<file path="src/rtl/axi4_lite_apb_bridge.sv">
// AXI4-Lite responder that re-issues each read or write as one APB3 transfer.
// Buffered AW/W slots, round-robin read/write arbitration, and a wait-cycle timeout that forces SLVERR.
module axi4_lite_apb_bridge #(
  parameter int ADDR_WIDTH = 4,
  parameter int DATA_WIDTH = 32,
  parameter int TIMEOUT    = 16
) (
  input  logic                  ACLK,
  input  logic                  ARESETn,
  input  logic [ADDR_WIDTH-1:0] AWADDR,
  input  logic                  AWVALID,
  output logic                  AWREADY,
  input  logic [DATA_WIDTH-1:0] WDATA,
  input  logic                  WVALID,
  output logic                  WREADY,
  output logic [1:0]            BRESP,
  output logic                  BVALID,
  input  logic                  BREADY,
  input  logic [ADDR_WIDTH-1:0] ARADDR,
  input  logic                  ARVALID,
  output logic                  ARREADY,
  output logic [DATA_WIDTH-1:0] RDATA,
  output logic [1:0]            RRESP,
  output logic                  RVALID,
  input  logic                  RREADY,
  output logic [ADDR_WIDTH-1:0] PADDR,
  output logic                  PSEL,
  output logic                  PENABLE,
  output logic                  PWRITE,
  output logic [DATA_WIDTH-1:0] PWDATA,
  input  logic [DATA_WIDTH-1:0] PRDATA,
  input  logic                  PREADY,
  input  logic                  PSLVERR
);

  localparam int CW = $clog2(TIMEOUT + 1);

  typedef enum logic [2:0] {S_IDLE, S_SETUP, S_ACCESS, S_WRESP, S_RRESP} state_t;

  state_t                  state_reg, state_next;
  logic                    aw_full_reg, w_full_reg;
  logic [ADDR_WIDTH-1:0]   aw_addr_reg;
  logic [DATA_WIDTH-1:0]   w_data_reg;
  logic                    last_write_reg;
  logic [CW-1:0]           count_reg;
  logic                    psel_reg, penable_reg, pwrite_reg;
  logic [ADDR_WIDTH-1:0]   paddr_reg;
  logic [DATA_WIDTH-1:0]   pwdata_reg;
  logic                    bvalid_reg, rvalid_reg;
  logic [1:0]              bresp_reg, rresp_reg;
  logic [DATA_WIDTH-1:0]   rdata_reg;

  logic                    write_pending, grant_write, grant_read;
  logic                    b_done, timeout_hit;
  logic [CW-1:0]           count_inc;
  logic [1:0]              apb_resp;

  assign write_pending = aw_full_reg && w_full_reg;
  assign b_done        = (state_reg == S_WRESP) && BREADY;
  assign count_inc     = count_reg + CW'(1);
  assign timeout_hit   = !PREADY && (count_inc == CW'(TIMEOUT));
  assign apb_resp      = PSLVERR ? 2'b10 : 2'b00;

  // Under contention the channel that did not win last time is granted.
  always_comb begin
    grant_write = 1'b0;
    grant_read  = 1'b0;
    if (state_reg == S_IDLE) begin
      if (write_pending && ARVALID) begin
        grant_write = !last_write_reg;
        grant_read  = last_write_reg;
      end else begin
        grant_write = write_pending;
        grant_read  = ARVALID;
      end
    end
  end

  always_comb begin
    state_next = state_reg;
    case (state_reg)
      S_IDLE:   if (grant_write || grant_read) state_next = S_SETUP;
      S_SETUP:  state_next = S_ACCESS;
      S_ACCESS: if (PREADY || timeout_hit) state_next = pwrite_reg ? S_WRESP : S_RRESP;
      S_WRESP:  if (BREADY) state_next = S_IDLE;
      S_RRESP:  if (RREADY) state_next = S_IDLE;
      default:  state_next = S_IDLE;
    endcase
  end

  // Write slots only drain once the B handshake closes the write.
  always_ff @(posedge ACLK or negedge ARESETn) begin
    if (!ARESETn) begin
      aw_full_reg <= 1'b0;
      w_full_reg  <= 1'b0;
      aw_addr_reg <= '0;
      w_data_reg  <= '0;
    end else if (b_done) begin
      aw_full_reg <= 1'b0;
      w_full_reg  <= 1'b0;
    end else begin
      if (AWVALID && !aw_full_reg) begin
        aw_full_reg <= 1'b1;
        aw_addr_reg <= AWADDR;
      end
      if (WVALID && !w_full_reg) begin
        w_full_reg <= 1'b1;
        w_data_reg <= WDATA;
      end
    end
  end

  always_ff @(posedge ACLK or negedge ARESETn) begin
    if (!ARESETn) begin
      state_reg      <= S_IDLE;
      last_write_reg <= 1'b0;
      count_reg      <= '0;
      psel_reg       <= 1'b0;
      penable_reg    <= 1'b0;
      pwrite_reg     <= 1'b0;
      paddr_reg      <= '0;
      pwdata_reg     <= '0;
      bvalid_reg     <= 1'b0;
      rvalid_reg     <= 1'b0;
      bresp_reg      <= 2'b00;
      rresp_reg      <= 2'b00;
      rdata_reg      <= '0;
    end else begin
      state_reg   <= state_next;
      psel_reg    <= (state_next == S_SETUP) || (state_next == S_ACCESS);
      penable_reg <= (state_next == S_ACCESS);
      bvalid_reg  <= (state_next == S_WRESP);
      rvalid_reg  <= (state_next == S_RRESP);
      if (grant_write || grant_read) begin
        paddr_reg      <= grant_write ? aw_addr_reg : ARADDR;
        pwrite_reg     <= grant_write;
        pwdata_reg     <= w_data_reg;
        last_write_reg <= grant_write;
      end
      if (state_reg == S_SETUP) begin
        count_reg <= '0;
      end else if (state_reg == S_ACCESS && !PREADY) begin
        count_reg <= count_inc;
      end
      if (state_reg == S_ACCESS) begin
        if (PREADY) begin
          if (pwrite_reg) begin
            bresp_reg <= apb_resp;
          end else begin
            rresp_reg <= apb_resp;
            rdata_reg <= PRDATA;
          end
        end else if (timeout_hit) begin
          if (pwrite_reg) begin
            bresp_reg <= 2'b10;
          end else begin
            rresp_reg <= 2'b10;
            rdata_reg <= '0;
          end
        end
      end
    end
  end

  assign AWREADY = !aw_full_reg;
  assign WREADY  = !w_full_reg;
  assign ARREADY = grant_read;
  assign BVALID  = bvalid_reg;
  assign BRESP   = bresp_reg;
  assign RVALID  = rvalid_reg;
  assign RRESP   = rresp_reg;
  assign RDATA   = rdata_reg;
  assign PSEL    = psel_reg;
  assign PENABLE = penable_reg;
  assign PWRITE  = pwrite_reg;
  assign PADDR   = paddr_reg;
  assign PWDATA  = pwdata_reg;

endmodule

</file>
<file path="config.mk">
export PLATFORM = sky130hd
export DESIGN_NAME = axi4_lite_apb_bridge
export DESIGN_NICKNAME = d
export VERILOG_FILES = /design/src/rtl/axi4_lite_apb_bridge.sv
export SDC_FILE = /design/constraint.sdc
export NUM_CORES = 1
export LEC_CHECK = 0
export CORE_MARGIN = 8
export CORE_UTILIZATION = 46
export DETAILED_ROUTE_END_ITERATION = 8
export GPL_ROUTABILITY_DRIVEN = 0
export MAX_ROUTING_LAYER = met4
export PLACE_DENSITY = 0.81
export REMOVE_ABC_BUFFERS = 1
export SKIP_LAST_GASP = 1
export SYNTH_ARGS = -nofsm -noshare
export SYNTH_HDL_FRONTEND = slang
export SYNTH_SLANG_ARGS = --single-unit
</file>
<file path="constraint.sdc">
create_clock -name ACLK -period 2.8 [get_ports ACLK]
set_input_delay 0.56 -clock ACLK [delete_from_list [all_inputs] [get_ports ACLK]]
set_output_delay 0.56 -clock ACLK [all_outputs]
set_load 0.02 [all_outputs]
</file>
# Word level (Yosys, flattened, before mapping)
# Index checks and enable logic that the tools add are counted.
# W data, S select, Z words.
[op_classes] addsub=1 n_eq_ne=9 n_mux=30 n_bitwise=2 n_reduce_logical=23
[op_table] op="$mux W32" count=4
[op_table] op="$mux W2" count=9
[op_table] op="$mux W3" count=5
[op_table] op="$pmux W3 S5" count=1
[op_table] op="$eq A3 B2 Y1 const B" count=4
[op_table] op="$mux W5" count=2
[op_table] op="$mux W1" count=8
[op_table] op="$reduce_bool A2 Y1" count=4
[op_table] op="$logic_and A1 B1 Y1" count=7
[op_table] op="$eq A3 B1 Y1 const B" count=2
[op_table] op="$eq A3 B3 Y1 const B" count=2
[op_table] op="$reduce_and A3 Y1" count=2
[op_table] op="$add A5 B1 Y5 const B" count=1
[op_table] op="$eq A5 B5 Y1 const B" count=1
[op_table] op="$logic_not A1 Y1" count=4
[op_table] op="$mux W4" count=1
[op_table] op="$reduce_and A2 Y1" count=2
[op_table] op="$logic_not A3 Y1" count=1
[op_table] op="$logic_or A1 B1 Y1" count=3
[op_table] op="$not A1 Y1" count=2
[totals] register_bits=123 in_bits=81

# Logic depth before layout (Yosys ltp)
# Gate-level depths: netlist of run 1.
[logic_depth] ltp_word=9 mapped_depth=7

# Worst setup path after synthesis of run 1
# Ideal clock, no wire load.
[synth_timing] kind="register -> register" startpoint="register count_reg[0]" endpoint="register rdata_reg[10] (netlist: RDATA[10])" t_arrival_ps=1848 required_ps=2679 slack_ps=831 stages_incl_launch_ff=8 n_path_buf=2 period_less_slack_ps=1969 path_cell_list="dfrtp_1 > ha_1 > nor3b_1 > a311oi_1 > a2111o_1 > buf_6 > buf_6 > a22o_1"
[synth_between] elab_chain_len=5
[synth_lines] item="start, declared" line_no="45" text="logic [CW-1:0] count_reg;"
[synth_lines] item="start signal, assigned" line_no="143" text="count_reg <= count_inc;"
[synth_lines] item="$add A5 B1 Y5" line_no="60" text="assign count_inc = count_reg + CW'(1);"
[synth_lines] item="$eq A5 B5 Y1" line_no="61" text="assign timeout_hit = !PREADY && (count_inc == CW'(TIMEOUT));"
[synth_lines] item="$logic_and A1 B1 Y1" line_no="61"
[synth_lines] item="$reduce_bool A2 Y1 (no source line)"
[synth_lines] item="$reduce_and A3 Y1 (no source line)"
[synth_lines] item="end signal, assigned" line_no="127" text="rdata_reg <= '0;"
[synth_lines] item="end signal, assigned" line_no="151" text="rdata_reg <= PRDATA;"
[synth_lines] item="end signal, assigned" line_no="158" text="rdata_reg <= '0;"
[synth_lines] item="end, declared" line_no="51" text="logic [DATA_WIDTH-1:0] rdata_reg;"
# Every way passes these cells.
# A chain may end at the register's enable or synchronous reset.

# Worst setup path after layout of run 1
[layout_timing] startpoint="register state_reg[2]" endpoint="output ARREADY"
[layout_between] elab_chain_len=2
[layout_lines] item="start, declared" line_no="40" text="state_t state_reg, state_next;"
[layout_lines] item="start signal, assigned" line_no="129" text="state_reg <= state_next;"
[layout_lines] item="$logic_not A3 Y1" line_no="68" text="if (state_reg == S_IDLE) begin"
[layout_lines] item="$mux W1" line_no="68"
[layout_lines] item="end, declared" line_no="21" text="output logic ARREADY,"
# Every way passes these cells.

==> impl_metrics.ini, run 1 <==
[timing]
finalSetupViolCount = 0
drv_slew = 0
finClkSkew_ns = 0.01121
hold_violations = 0
max_freq_mhz = 383.2
rsz0062_at_grt = false
timing.final.crit_period_ns = 2.610
period_share_pct = 93.21

[routing]
drt-wirelength-per-cell_um = 18.36
vias = 3420
vias_per_cell = 5.213
ant_nets = 0
drt_pass1_iterations = 4
drtIter0Drc = 135
drc = 0
wl_um = 12050

[setup_path]
start_kind = flip-flop
cp.arrival_ns = 2.05
critPathKind = flip-flop to output pin
critical_path.max_fanout = 3
endpoint_kind = output pin
required_ns = 2.24

[clock_network]
cts_max_level = 4
cts_sinks = 121
clockRootBuffer = clkbuf_8
clock_latency_ns = 0.52
numCtsBuffers = 17
cts_tree = done
clk_path_buf_depth = 2
post-cts-setup-buffers = 0
clkTransAtPathRegs_ns = 0.05

[global_route]
grt_pass1_wl_um = 19820
grt_max_degree = 72
antenna_found_initial = 0
grt.overflow.total = 0
grt_pass1_vias = 3729
track_usage_pct = 18.46

[power_and_ir_drop]
powerDensity_nw_per_um2 = 1274
power.leakage_nw = 3.093
irDropWorstVdd_mv = 0.7001

[synth]
synth.ff_latch_count = 121
ys_types = 41
yosysSeqAreaShare_pct = 63.00
netlist_area_um2 = 4806
avgSynthCellArea_um2 = 14.09
synth_warnings = 0
netlist_instances = 341

[floorplanning]
num_rows = 37
die_h_um = 118.2
die_x_um = 118.2
ios = 161
initial_core_util_pct = 46.97
die_area_um2 = 13970
coreArea_um2 = 10230

[cells_and_area]
fill_cells = 743
layout.nets = 592
multiInputGateArea_um2 = 1638
final_util_pct = 69.99
drive_above_1_share_pct = 20.58
final_cell_area_um2 = 7161
antenna_cells = 0
ff_latch_area_um2 = 3028
area_delta_synth_final_pct = 49.00

[outcome]
status = completed

[job]
maxCapViolations = 0

[place]
numPortBuffers = 158
dp_hpwl_um = 8602
place_area_um2 = 6553

[worst_hold_path]
hold_class = flip-flop to flip-flop
==> cell usage in the layout, fill, tap and decap left out, types with 7 or more instances in the layout <==
cell type and n:
o21ai_0 11, a22o_1 34, buf_4 7, a21oi_1 10
clkbuf_16 16, nand2_1 10, mux2_2 64, inv_1 10
dfrtp_1 121, nor2_1 8, clkdlybuf4s50_1 157
==> layout make-up <==
class                      instances  area share [%]
multi-input combinational        191           22.87
tap                              136           2.376
inverter                          10          0.5242
sequential                       121           42.29
clock inverter                     7           1.625
clock buffer                      23           6.657
timing repair buffer             168           23.66
==> final timing paths <==
kind / from / to / slack, ns / cells past startpoint
max in group asynchronous: ARESETn / RDATA[13] / 1.63 / 3
min in group asynchronous: ARESETn / w_data_reg[28] / 0.49 / 2
worst max register to register: count_reg[0] / RDATA[10] / 0.65 / 6
worst min-delay path: PWDATA[31] / PWDATA[31] / 0.48 / 1
worst min register to register: PWDATA[31] / PWDATA[31] / 0.48 / 1
worst max-delay path: state_reg[2] / ARREADY / 0.19 / 4
==> per-stage QoR <==
step | total power, mW | std cells | hold WS, ns | TNS [ns] | setup slack, ns
final | 9.120 | 656 | 0.4833 | 0 | 0.1901
after global routing | 9.604 | 656 | 0.5093 | 0 | 0.07641
after CTS | 9.213 | 656 | 0.4581 | 0 | 0.05516
after detailed placement | 6.993 | 625 | 0.4709 | 0 | 0.3286
after global placement | 6.855 | 625 | 0.4667 | 0 | 0.3331
after floorplan | 5.166 | 322 | 0.2644 | -9.985 | -0.1719
==> power breakdown <==
group | switching (mW) | leakage [nW] | internal, mW
clock network | 0.737 | 0.290 | 1.44
registers | 0.473 | 1.46 | 2.62
logic | 1.81 | 1.35 | 2.04
total | 3.02 | 3.09 | 6.10
==> layer usage <==
metal  routed length [um]  up-vias  share of wire, %  GRT usage, %
li1                     -     1577                 -             -
met1                 4865     1718                40         20.58
met2                 6370      105                53         30.48
met3                  476       20               4.0         4.522
met4                  332        0               2.8         9.207
met5                    0        -                 0             -
==> worst max-delay path, stage by stage, from the launching register on <==
cell and delay (ns):
dfrtp_1 0.39, nor3_2 0.28, nand2_1 0.11, a31oi_1 0.14, clkdlybuf4s50_1 0.62
==> Yosys cell counts <==
master      n  area (um2)
dfrtp_1   121        3028
mux2_2     64       720.7
a22o_1     34       297.8
o21ai_0    11       55.05
a21oi_1    10       50.05
inv_1      10       37.54
nand2_1    10       37.54
buf_2       8       40.04
nor2_1      8       30.03
a31oi_1     5       31.28
clkbuf_1    5       18.77
mux2i_1     5       50.05
nand3_1     5       25.02
buf_6       4       45.04
mux2_1      4       45.04
nor3_1      3       15.01
o21a_1      3       22.52
a22oi_1     2       15.01
buf_4       2       15.01
ha_1        2       25.02
nand2b_1    2       12.51
nor2b_1     2       12.51
o22ai_1     2       12.51
o41ai_1     2       17.52
a2111o_1    1       11.26
a311oi_1    1       8.760
a32o_1      1       10.01
a32oi_1     1       8.760
and3_4      1       11.26
and4b_1     1       10.01
buf_1       1       3.750
conb_1      1       3.750
mux2_4      1       15.01
nand4_1     1       6.260
nor3_2      1       10.01
nor3b_1     1       7.510
nor4b_1     1       8.760
o31ai_1     1       7.510
o32ai_1     1       8.760
or2_1       1       6.260
xor2_1      1       8.760
==> what timing repair did <==
action                                 CTS  global route
setup endpoints to repair                0             1
endpoints found under the hold margin   21             0
gates resized for setup                  0             1
hold buffers                             1             0
==> cells by family after synthesis <==
| kind of cell | count (synthesis) | share of synthesized area (%) |
|---|---|---|
| buffers and inverters | 30 | 3.332 |
| muxes | 74 | 17.29 |
| xor gates and xnor gates | 1 | 0.1823 |
| and+or+nand+nor | 37 | 4.009 |
| adders and majority gates | 2 | 0.5206 |
| AOI/OAI and AO/OA | 75 | 11.59 |
| DFF | 121 | 63.00 |
| other | 1 | 0.07803 |
No activity file was read; power rests on OpenSTA's default activity.
==> inputs of run 2 (changes only) <==
CORE_UTILIZATION = 35   (was 46)
PLACE_DENSITY = not set   (was 0.81)
PLACE_DENSITY_LB_ADDON = 0.12   (was not set)
==> run 2 against run 1 <==
Net effect: clock power is 6% higher; worst setup slack gained 0.091 ns; sequential cell count unchanged; largest cell class unchanged; clock skew decreased by 0.0074 ns; critical endpoint unchanged; critical path type unchanged.
==> impl_metrics.ini, run 2 (synthesized netlist as in run 1, its figures left out) <==
[global_route]
grt_pass1_vias = 3698
track_usage_pct = 14.94
grt_max_degree = 49
grt_pass1_wl_um = 20270
grt.overflow.total = 0
antenna_found_initial = 0

[clock_network]
clkTransAtPathRegs_ns = 0.05
post_cts_resized = 0
cts_tree = done
cts_sinks = 121
clock_latency_ns = 0.40
post-cts-setup-buffers = 0
cts_hold_buf = 0
cts_max_level = 4
clk_path_buf_depth = 2
clockRootBuffer = clkbuf_16
numCtsBuffers = 17

[timing]
max_freq_mhz = 397.0
finClkSkew_ns = 0.003809
drv_slew = 0
period_share_pct = 89.97
finalWorstSetupSlack_ns = 0.2808
maxSlewHeadroom_pct = 62.06
hold_violations = 0
timing.final.crit_period_ns = 2.519
worst_pin_slew_ns = 0.5691
finalSetupViolCount = 0
rsz0062_at_grt = false

[setup_path]
endpoint_kind = output pin
critical_path.max_fanout = 3
r2r_slack_ns = 0.63
cp.arrival_ns = 1.96
critPathKind = flip-flop to output pin
required_ns = 2.24
start_kind = flip-flop

[floorplanning]
ios = 161
die_x_um = 133.2
die_h_um = 133.2
die_area_um2 = 17740
initial_core_util_pct = 35.17
coreArea_um2 = 13670
num_rows = 43

[place]
dpl.cell_count = 670
pre_cts_slack_ns = 0.3152
numPortBuffers = 158
place_area_um2 = 6633
dp_hpwl_um = 8745

[power_and_ir_drop]
power.leakage_nw = 3.111
powerDensity_nw_per_um2 = 1271
irDropWorstVdd_mv = 0.5517

[cells_and_area]
final_common_cell = clkdlybuf4s50_1
fin_cells = 702
final_cell_area_um2 = 7277
final_util_pct = 53.25
area_delta_synth_final_pct = 51.42
layout.nets = 592
drive_above_1_share_pct = 21.46
antenna_cells = 0
mostFrequentLayoutCells = clkdlybuf4s50_1, dfrtp_1, mux2_2

[routing]
drt-wirelength-per-cell_um = 17.42
drtIter0Drc = 219
wl_met3_um = 505
vias = 3406
ant_nets = 0
wl_met2_um = 6323
highest_layer = met4
wl_met1_um = 5237
vias_per_cell = 4.852
wl_um = 12230
drc = 0
drt_pass1_iterations = 4

[outcome]
status = completed

[job]
maxCapViolations = 0

[worst_hold_path]
hold_class = input port to asynchronous set/reset pin
[run 2: cell count changes in the layout (fill, tap and decap cells not counted), sizes merged]
cell | before | now
clkbuf | 23 | 21
clkinvlp | 1 | 4
dlygate4sd3 | 1 | 0
buf | 10 | 11
bufinv | 3 | 4
[run 2: metrics by stage]
stage / hold WS [ns] / setup TNS (ns) / power, mW
detailed placement: 0.4751 / 0 / 7.035
finish: 0.1556 / 0 / 9.251
floorplan: 0.2644 / -9.985 / 5.166
global placement: 0.4688 / 0 / 6.930
global route: 0.1802 / 0 / 9.792
CTS: 0.1541 / 0 / 9.399
[run 2: worst max-delay path: stages, from the launching register on]
cell and delay [ns]:
dfrtp_1 0.39, nor3_2 0.28, nand2_1 0.11, a31oi_1 0.16
clkdlybuf4s50_1 0.62
[run 2: final cells by class]
type	instances	area (um2)
clock buffers	21	470.5
clock inverters	11	168.9
fillers	1198	6389
inverters	10	37.54
multi-input cells	191	1643
flip-flops and latches	121	3028
well taps	180	225.2
repair buffers	168	1704
[run 2: per-layer routing]
layer,vias up,GRT usage (%)
li1,1584,-
met1,1718,17.35
met2,95,24.14
met3,9,4.179
met4,0,5.989
met5,-,-
[run 2: final timing paths]
check	from	to	cells past startpoint
worst min register to register	PWDATA[7]	PWDATA[7]	1
min in group ACLK	PWDATA[7]	PWDATA[7]	1
worst max-delay path	state_reg[2]	ARREADY	4
max in group asynchronous	ARESETn	PWDATA[8]	2
worst max register to register	count_reg[0]	RDATA[4]	6
worst min-delay path	ARESETn	RDATA[12]	1
[run 2: report_power, final]
group	total [mW]	switching (mW)	internal [mW]
logic	3.86	1.81	2.05
registers	3.08	0.461	2.62
clock network	2.31	0.753	1.56
